===== src/rtl/uart_cmd_rx_if.sv =====
// rtl/uart_cmd_rx_if.sv - register-write command handshake between uart_cmd_rx and its consumer
interface uart_cmd_rx_if;
    logic       cmd_valid;
    logic [7:0] cmd_addr;
    logic [7:0] cmd_data;
    logic       cmd_ready;

    modport master (
        output cmd_valid,
        output cmd_addr,
        output cmd_data,
        input  cmd_ready
    );

    modport slave (
        input  cmd_valid,
        input  cmd_addr,
        input  cmd_data,
        output cmd_ready
    );
endinterface


===== src/rtl/uart_cmd_rx.sv =====
// rtl/uart_cmd_rx.sv - 8N1 UART receiver and {sync, addr, data, csum} packet parser
module uart_cmd_rx #(
    parameter int         DELAY_FRAMES   = 234,
    parameter int         TIMEOUT_FRAMES = DELAY_FRAMES * 20,
    parameter logic [7:0] SYNC_BYTE      = 8'hA5
) (
    input  logic          clk,
    input  logic          rst_n,
    input  logic          uart_rx,
    uart_cmd_rx_if.master cmdIf,
    output logic          frame_err,
    output logic          csum_err,
    output logic          overrun
);
    localparam int CNT_W = $clog2(DELAY_FRAMES);
    localparam int TO_W  = $clog2(TIMEOUT_FRAMES);

    localparam logic [CNT_W-1:0] HALF_LAST = CNT_W'(DELAY_FRAMES / 2 - 1);
    localparam logic [CNT_W-1:0] BIT_LAST  = CNT_W'(DELAY_FRAMES - 1);
    localparam logic [TO_W-1:0]  TO_LAST   = TO_W'(TIMEOUT_FRAMES - 1);

    typedef enum logic [2:0] {IDLE, START, DATA, STOP, BRK_WAIT} byteState_t;
    typedef enum logic [1:0] {P_SYNC, P_ADDR, P_DATA, P_CSUM} pktState_t;

    logic             rxMeta;
    logic             rxSync;

    byteState_t       byteState;
    byteState_t       byteStateNext;
    logic [CNT_W-1:0] bitCnt;
    logic [2:0]       bitIdx;
    logic [7:0]       shiftReg;
    logic             bitEnd;
    logic             stopOk;
    logic             stopBad;
    logic             byteDone;

    pktState_t        pktState;
    pktState_t        pktStateNext;
    logic [7:0]       pktAddr;
    logic [7:0]       pktData;
    logic [TO_W-1:0]  idleCnt;
    logic             timedOut;
    logic             loadCmd;
    logic             csumErrNext;
    logic             overrunNext;

    // Line is asynchronous to clk; idle-high reset value avoids a false start bit.
    always_ff @(posedge clk or negedge rst_n) begin
        if (!rst_n) begin
            rxMeta <= 1'b1;
            rxSync <= 1'b1;
        end else begin
            rxMeta <= uart_rx;
            rxSync <= rxMeta;
        end
    end

    always_comb begin
        byteStateNext = byteState;
        bitEnd        = 1'b0;
        stopOk        = 1'b0;
        stopBad       = 1'b0;
        case (byteState)
            IDLE: begin
                if (!rxSync) begin
                    byteStateNext = START;
                end
            end
            START: begin
                if (bitCnt == HALF_LAST) begin
                    bitEnd        = 1'b1;
                    byteStateNext = rxSync ? IDLE : DATA;
                end
            end
            DATA: begin
                if (bitCnt == BIT_LAST) begin
                    bitEnd = 1'b1;
                    if (bitIdx == 3'd7) begin
                        byteStateNext = STOP;
                    end
                end
            end
            STOP: begin
                if (bitCnt == BIT_LAST) begin
                    bitEnd = 1'b1;
                    if (rxSync) begin
                        stopOk        = 1'b1;
                        byteStateNext = IDLE;
                    end else begin
                        stopBad       = 1'b1;
                        byteStateNext = BRK_WAIT;
                    end
                end
            end
            BRK_WAIT: begin
                if (rxSync) begin
                    byteStateNext = IDLE;
                end
            end
            default: byteStateNext = IDLE;
        endcase
    end

    always_ff @(posedge clk or negedge rst_n) begin
        if (!rst_n) begin
            byteState <= IDLE;
            bitCnt    <= '0;
            bitIdx    <= '0;
            shiftReg  <= '0;
            byteDone  <= 1'b0;
            frame_err <= 1'b0;
        end else begin
            byteState <= byteStateNext;
            byteDone  <= stopOk;
            frame_err <= stopBad;
            if (byteState == IDLE || byteState == BRK_WAIT || bitEnd) begin
                bitCnt <= '0;
            end else begin
                bitCnt <= bitCnt + 1'b1;
            end
            if (byteState == IDLE) begin
                bitIdx <= '0;
            end else if (byteState == DATA && bitEnd) begin
                bitIdx   <= bitIdx + 1'b1;
                shiftReg <= {rxSync, shiftReg[7:1]};
            end
        end
    end

    assign timedOut = (pktState != P_SYNC) && (idleCnt == TO_LAST);

    // frame_err and byteDone are mutually exclusive; timeout only acts when neither fires.
    always_comb begin
        pktStateNext = pktState;
        loadCmd      = 1'b0;
        csumErrNext  = 1'b0;
        overrunNext  = 1'b0;
        if (frame_err) begin
            pktStateNext = P_SYNC;
        end else if (byteDone) begin
            case (pktState)
                P_SYNC: begin
                    if (shiftReg == SYNC_BYTE) begin
                        pktStateNext = P_ADDR;
                    end
                end
                P_ADDR: pktStateNext = P_DATA;
                P_DATA: pktStateNext = P_CSUM;
                P_CSUM: begin
                    pktStateNext = P_SYNC;
                    if (shiftReg != (pktAddr ^ pktData)) begin
                        csumErrNext = 1'b1;
                    end else if (cmdIf.cmd_valid && !cmdIf.cmd_ready) begin
                        overrunNext = 1'b1;
                    end else begin
                        loadCmd = 1'b1;
                    end
                end
                default: pktStateNext = P_SYNC;
            endcase
        end else if (timedOut) begin
            pktStateNext = P_SYNC;
        end
    end

    always_ff @(posedge clk or negedge rst_n) begin
        if (!rst_n) begin
            pktState <= P_SYNC;
            pktAddr  <= '0;
            pktData  <= '0;
            idleCnt  <= '0;
            csum_err <= 1'b0;
            overrun  <= 1'b0;
        end else begin
            pktState <= pktStateNext;
            csum_err <= csumErrNext;
            overrun  <= overrunNext;
            if (byteDone && pktState == P_ADDR) begin
                pktAddr <= shiftReg;
            end
            if (byteDone && pktState == P_DATA) begin
                pktData <= shiftReg;
            end
            if (pktState == P_SYNC || byteDone) begin
                idleCnt <= '0;
            end else if (!timedOut) begin
                idleCnt <= idleCnt + 1'b1;
            end
        end
    end

    // A load in the handshake cycle keeps cmd_valid high with the new command.
    always_ff @(posedge clk or negedge rst_n) begin
        if (!rst_n) begin
            cmdIf.cmd_valid <= 1'b0;
            cmdIf.cmd_addr  <= '0;
            cmdIf.cmd_data  <= '0;
        end else if (loadCmd) begin
            cmdIf.cmd_valid <= 1'b1;
            cmdIf.cmd_addr  <= pktAddr;
            cmdIf.cmd_data  <= pktData;
        end else if (cmdIf.cmd_valid && cmdIf.cmd_ready) begin
            cmdIf.cmd_valid <= 1'b0;
        end
    end
endmodule

===== src/flat_wrapper.sv =====
// flat-port wrapper written by rule: the top's interface ports become plain ports
module uart_cmd_rx_flat 
#(
    parameter int         DELAY_FRAMES   = 234,
    parameter int         TIMEOUT_FRAMES = DELAY_FRAMES * 20,
    parameter logic [7:0] SYNC_BYTE      = 8'hA5
)
  (clk, rst_n, uart_rx, frame_err, csum_err, overrun, cmdIf_cmd_valid, cmdIf_cmd_addr, cmdIf_cmd_data, cmdIf_cmd_ready);
  uart_cmd_rx_if cmdIf_i ();
  input  logic clk;
  input  logic rst_n;
  input  logic uart_rx;
  output logic frame_err;
  output logic csum_err;
  output logic overrun;
  output wire logic [$bits(cmdIf_i.cmd_valid)-1:0] cmdIf_cmd_valid;
  output wire logic [$bits(cmdIf_i.cmd_addr)-1:0] cmdIf_cmd_addr;
  output wire logic [$bits(cmdIf_i.cmd_data)-1:0] cmdIf_cmd_data;
  input wire logic [$bits(cmdIf_i.cmd_ready)-1:0] cmdIf_cmd_ready;
  assign cmdIf_cmd_valid = cmdIf_i.cmd_valid;
  assign cmdIf_cmd_addr = cmdIf_i.cmd_addr;
  assign cmdIf_cmd_data = cmdIf_i.cmd_data;
  assign cmdIf_i.cmd_ready = cmdIf_cmd_ready;
  uart_cmd_rx #(.DELAY_FRAMES(DELAY_FRAMES), .TIMEOUT_FRAMES(TIMEOUT_FRAMES), .SYNC_BYTE(SYNC_BYTE)) u_core (.clk(clk), .rst_n(rst_n), .uart_rx(uart_rx), .cmdIf(cmdIf_i), .frame_err(frame_err), .csum_err(csum_err), .overrun(overrun));
endmodule

===== config.mk =====
export PLATFORM = sky130hd
export DESIGN_NAME = uart_cmd_rx_flat
export DESIGN_NICKNAME = d
export VERILOG_FILES = /design/src/rtl/uart_cmd_rx_if.sv /design/src/rtl/uart_cmd_rx.sv /design/src/flat_wrapper.sv
export SDC_FILE = /design/constraint.sdc
export NUM_CORES = 1
export LEC_CHECK = 0
export CORE_ASPECT_RATIO = 1.4
export CORE_MARGIN = 2
export CORE_UTILIZATION = 38
export DETAILED_ROUTE_END_ITERATION = 10
export SETUP_SLACK_MARGIN = 0.4
export SYNTH_ARGS = -nofsm -noshare
export SYNTH_HDL_FRONTEND = slang
export SYNTH_SLANG_ARGS = --single-unit

===== constraint.sdc =====
create_clock -name clk -period 2.2 [get_ports clk]
set_clock_uncertainty 0.15 [all_clocks]
set_input_delay 0.44 -clock clk [delete_from_list [all_inputs] [get_ports clk]]
set_output_delay 0.44 -clock clk [all_outputs]
set_load 0.01 [all_outputs]

After elaboration in Yosys (flattened, before gate mapping)
Cells that the tools add are included.
Widths: inputs -> output; s select.
Word-level totals
  register bits after elaboration: 76
  input bits: 4
  word-level logic and storage cells: 107
Cells by class
  add/subtract/negate cells: 3
  equal/unequal tests: 21
  mux-type cells: 44
  bitwise operators: 2
  reductions and logical operators: 20
Operators with widths (number)
  $mux 3: 9
  $mux 13: 2
  $mux 1: 24
  $eq 8x8->1 const B: 2
  $pmux 3 s5: 1
  $add 13x1->13 const B: 1
  $eq 13x13->1 const B: 1
  $mux 2: 5
  $ne 2x1->1 const B: 5
  $add 8x1->8 const B: 1
  $eq 8x7->1 const B: 1
  $mux 8: 1
  $ne 8x8->1: 1
  $pmux 2 s4: 1
  $xor 8x8->8: 1
  $eq 3x2->1 const B: 2
  $eq 3x3->1 const B: 2
  $logic_and 1x1->1: 6
  $reduce_and 6->1: 1
  $reduce_bool 2->1: 3
  $eq 2x2->1 const B: 2
  $ne 2x2->1 const B: 2
  $ne 4x3->1 const B: 1
  $reduce_and 2->1: 2
  other kinds (11): 13

Longest topological paths before layout
  depth after elaboration: 8
  mapped depth: 6

Least setup slack after synthesis
OpenSTA, ideal clock, no wires.
  path kind: reg2reg
  from: register u_core.shiftReg[4]
  to: register u_core.cmdIf.cmd_addr[5]
  library setup time: 0.125 ns
  arrival: 1.839 ns
  setup slack: 0.086 ns
  stages on the path, launching flop included: 6
  period minus slack after synthesis: 2.114 ns
  cell sequence: dfrtp_1 > xnor3_2 > nand4_4 > nor4_4 > buf_8 > mux2_4
Between the ends
  word-level cells in the longest chain between the ends: 5
Ends and longest elaborated chain
  from (decl): line uart_cmd_rx.sv:32  | logic [7:0] shiftReg;
  from (signal assigned): line uart_cmd_rx.sv:126  | shiftReg <= {rxSync, shiftReg[7:1]};
  $ne 8x8->1: line uart_cmd_rx.sv:152  | if (shiftReg != (pktAddr ^ pktData)) begin
  $mux 1: line uart_cmd_rx.sv:152
  $mux 1: line uart_cmd_rx.sv:142  | case (pktState)
  $mux 1: line uart_cmd_rx.sv:141  | end else if (byteDone) begin
  $mux 1: line uart_cmd_rx.sv:139  | if (frame_err) begin
  to (signal assigned): line uart_cmd_rx.sv:201  | cmdIf.cmd_addr <= pktAddr;
  to (decl): line uart_cmd_rx_if.sv:10  | output cmd_addr,
No other way between the ends.
A chain may end at the register's enable or synchronous reset.

Worst setup path in the final report
  from: register u_core.pktAddr[1]
  to: register u_core.cmdIf.cmd_addr[2]
Between the ends
  word-level cells in the longest chain between the ends: 6
Ends and longest elaborated chain
  from (decl): line uart_cmd_rx.sv:40  | logic [7:0] pktAddr;
  from (signal assigned): line uart_cmd_rx.sv:180  | pktAddr <= shiftReg;
  $xor 8x8->8: line uart_cmd_rx.sv:152
  $ne 8x8->1: line uart_cmd_rx.sv:152
  $mux 1: line uart_cmd_rx.sv:152
  $mux 1: line uart_cmd_rx.sv:142
  $mux 1: line uart_cmd_rx.sv:141
  $mux 1: line uart_cmd_rx.sv:139
No other way between the ends.

==> reports/results.ini <==
[setup_path]
cp_data_arrival_time_ns=2.07
critical_path.startpoint_type=flip-flop
cpPeakStageDelay_ns=0.39
end_kind=flip-flop
reg2reg_slack_ns=0.20
crit_fanout=12
cp_slowest_cell=xnor3_1
crit_required_ns=2.27
crit_path_cell_trace=xnor3_1 -> nand2_2 -> nor4_4 -> buf_12 -> mux2_2
crit_type=reg -> reg

[cts]
clk_latency_ns=0.33
path_clk_slew_ns=0.06
cts_root_buf=clkbuf_16
cts_max_path_buffers=2
clock-sinks=76
cts_buffers=9
cts_tree=built
cts_htree_levels=3

[synthesis]
synthTopCellsByArea=dfrtp_1 52%, mux2_2 9.8%, mux2_4 4.2%, ha_1 3.5%, xnor3_2 2.7%
yosysSeqAreaShare_pct=53.6
synth_flop_cell=dfrtp_1
synth-edff-count=0
yosysMostFrequentCell=dfrtp_1
async_reset_ff_share_pct=100
syn_area_per_cell_sq_um=13.0
synth_top_cell_by_area=dfrtp_1
synth_top_area_share_pct=52.2
synth_nets=288
synthTopCellsByCount=74 x dfrtp_1, 31 x mux2_2, 24 x nor2_1, 16 x nand2_1
synth_cells=274
synth_area_sq_mm=0.00355
yosys_register_bits=76
synth.distinct_cells=47
yosysWarningCount=0

[timing]
worstMarginPinSlew_ns=0.537
hold_viol_final=0
period_minus_slack_ns=2.00
slew_violations=0
setup_viol_count_final=0
max_slew_margin_pct=64.2
fmax_mhz=499
rsz0062_at_grt=yes
finalCritPeriodShare_pct=91.1

[power_and_ir_drop]
irDropWorstVdd_mv=0.434
p_total_mw=3.07
power.leakage_nw=2.21
power_density_mw_per_mm2=667

[floorplan]
initial_core_util_pct=39.3
die_area_sq_mm=0.0101
io_pins=24
rows=41
die_y_microns=118
fp.coreArea_sq_mm=0.00903
die_w_microns=85.7

[global_route]
grt_pass1_wl_microns=11100
grt_pass1_vias=2271
gr-usage-all-layers_pct=14.0
antenna_found_initial=0
grt_max_degree=42
grt_overflow_total=0

[placement]
gp_congestion=0.793
dp_hpwl_microns=4090
port_buffers=23

[drt]
wl_per_cell_microns=14.4
vias=2212
drtAntennaViolNets=0
routed_wl_microns=6410
firstDrtPassIters=4
drc=0
first_iter_violations=75
vias_per_cell=4.96

[run_status]
outcome=finished, final reports clean

[hold_path]
hp-class=reg -> reg

[final_layout]
drive_gt1_share_pct=33.6
finish.utilization_pct=51.0
syn_to_final_growth_pct=29.6
antenna_cells=0
nNetsFinal=348

[job]
maxCapViolations=0

[critical path, delay by kind of cell, from the launching register on]
kind | cells | cell delay [ns]
XOR/XNOR | 1 | 0.39
flip-flops | 1 | 0.38
buffers and inverters | 1 | 0.19
multiplexers | 1 | 0.33
AND/OR/NAND/NOR | 2 | 0.43
[routing by layer]
| metal | up-vias | track usage [%] | part of all wire [%] |
|---|---|---|---|
| li1 | 1091 | - | - |
| met1 | 1083 | 18.1 | 45 |
| met2 | 25 | 21.8 | 49 |
| met3 | 13 | 4.05 | 2.8 |
| met4 | 0 | 5.95 | 2.5 |
| met5 | - | 0 | 0 |
[per-stage QoR]
step | instance area [sq um] | hold WS (ns) | std cells | setup slack (ns) | TNS [ns]
6_report | 4600 | 0.205 | 446 | 0.196 | 0
5_1_grt | 4600 | 0.206 | 446 | 0.137 | 0
4_1_cts | 4460 | 0.205 | 440 | 0.201 | 0
3_5_place_dp | 4000 | 0.197 | 410 | -0.0287 | -0.142
3_3_place_gp | 4000 | 0.196 | 410 | -0.0114 | -0.0619
2_1_floorplan | 3560 | -0.00559 | 274 | 0.144 | 0
[report_power, final]
part	internal (mW)	switching [mW]	leakage (nW)
Clock	1.09	0.540	0.162
Combinational	0.00925	0.0276	1.01
Sequential	1.40	0.00224	1.04
Total	2.50	0.570	2.21
[cells in the final DEF, fill, tap and decap left out, types with 8 or more instances in the layout]
master,netlist,final
mux2_4,10,19
xnor2_1,10,10
mux2_2,31,22
dfrtp_1,74,73
nand2_1,16,14
ha_1,10,8
clkbuf_16,0,9
nor2_1,24,22
buf_4,0,25
dlygate4sd2_1,0,18
[sequential cells by signal, summed over array words and instances, names as in the netlist]
| name | flops |
|---|---|
| u_core.frame_err | 1 |
| u_core.cmdIf.cmd_data | 8 |
| u_core.pktData | 8 |
| u_core.bitCnt | 8 |
| u_core.rxSync | 1 |
| u_core.cmdIf.cmd_valid | 1 |
| u_core.pktState | 2 |
| u_core.overrun | 1 |
| u_core.byteDone | 1 |
| u_core.byteState | 3 |
| u_core.idleCnt | 13 |
| u_core.csum_err | 1 |
| u_core.bitIdx | 3 |
| u_core.cmdIf.cmd_addr | 8 |
| u_core.rxMeta | 1 |
| u_core.pktAddr | 8 |
| u_core.shiftReg | 8 |
[area by class of cell]
| type | count | area (sq um) |
|---|---|---|
| Fill cell | 771 | 4430 |
| Tap cell | 107 | 134 |
| Clock buffer | 13 | 270 |
| Multi-Input combinational cell | 183 | 1690 |
| Sequential cell | 76 | 1910 |
| Clock inverter | 3 | 67.6 |
| Timing Repair Buffer | 56 | 508 |
| Inverter | 8 | 30.0 |
[path summary, 6_finish.rpt]
path,end,startpoint,cells after the start
worst min register to register,u_core.rxSync,u_core.rxMeta,0
max in group asynchronous,u_core.cmdIf.cmd_addr[4],rst_n,3
worst min-delay path,u_core.rxSync,u_core.rxMeta,0
worst max register to register,u_core.cmdIf.cmd_addr[2],u_core.pktAddr[1],5
min in group asynchronous,u_core.idleCnt[11],rst_n,2
worst max-delay path,u_core.cmdIf.cmd_addr[2],u_core.pktAddr[1],5
[cells by family after synthesis]
kind of cell    synth area share (%)
simple gates                    13.8
flops                           53.6
mux                             14.3
xor+xnor                        8.67
compound gates                  3.98
buf+inv                         2.01
fa+ha+maj                       3.52
[repair_timing]
| action | CTS | global route |
|---|---|---|
| pin swaps | 6 | 8 |
| resized for setup | 34 | 22 |
| setup buffers | 12 | 6 |
| hold buffers | 1 | 0 |
| cloned | 1 | 0 |
| endpoints found under the setup margin | 47 | 37 |
| endpoints found under the hold margin | 38 | 0 |
Power figures use the tool's default switching activity.
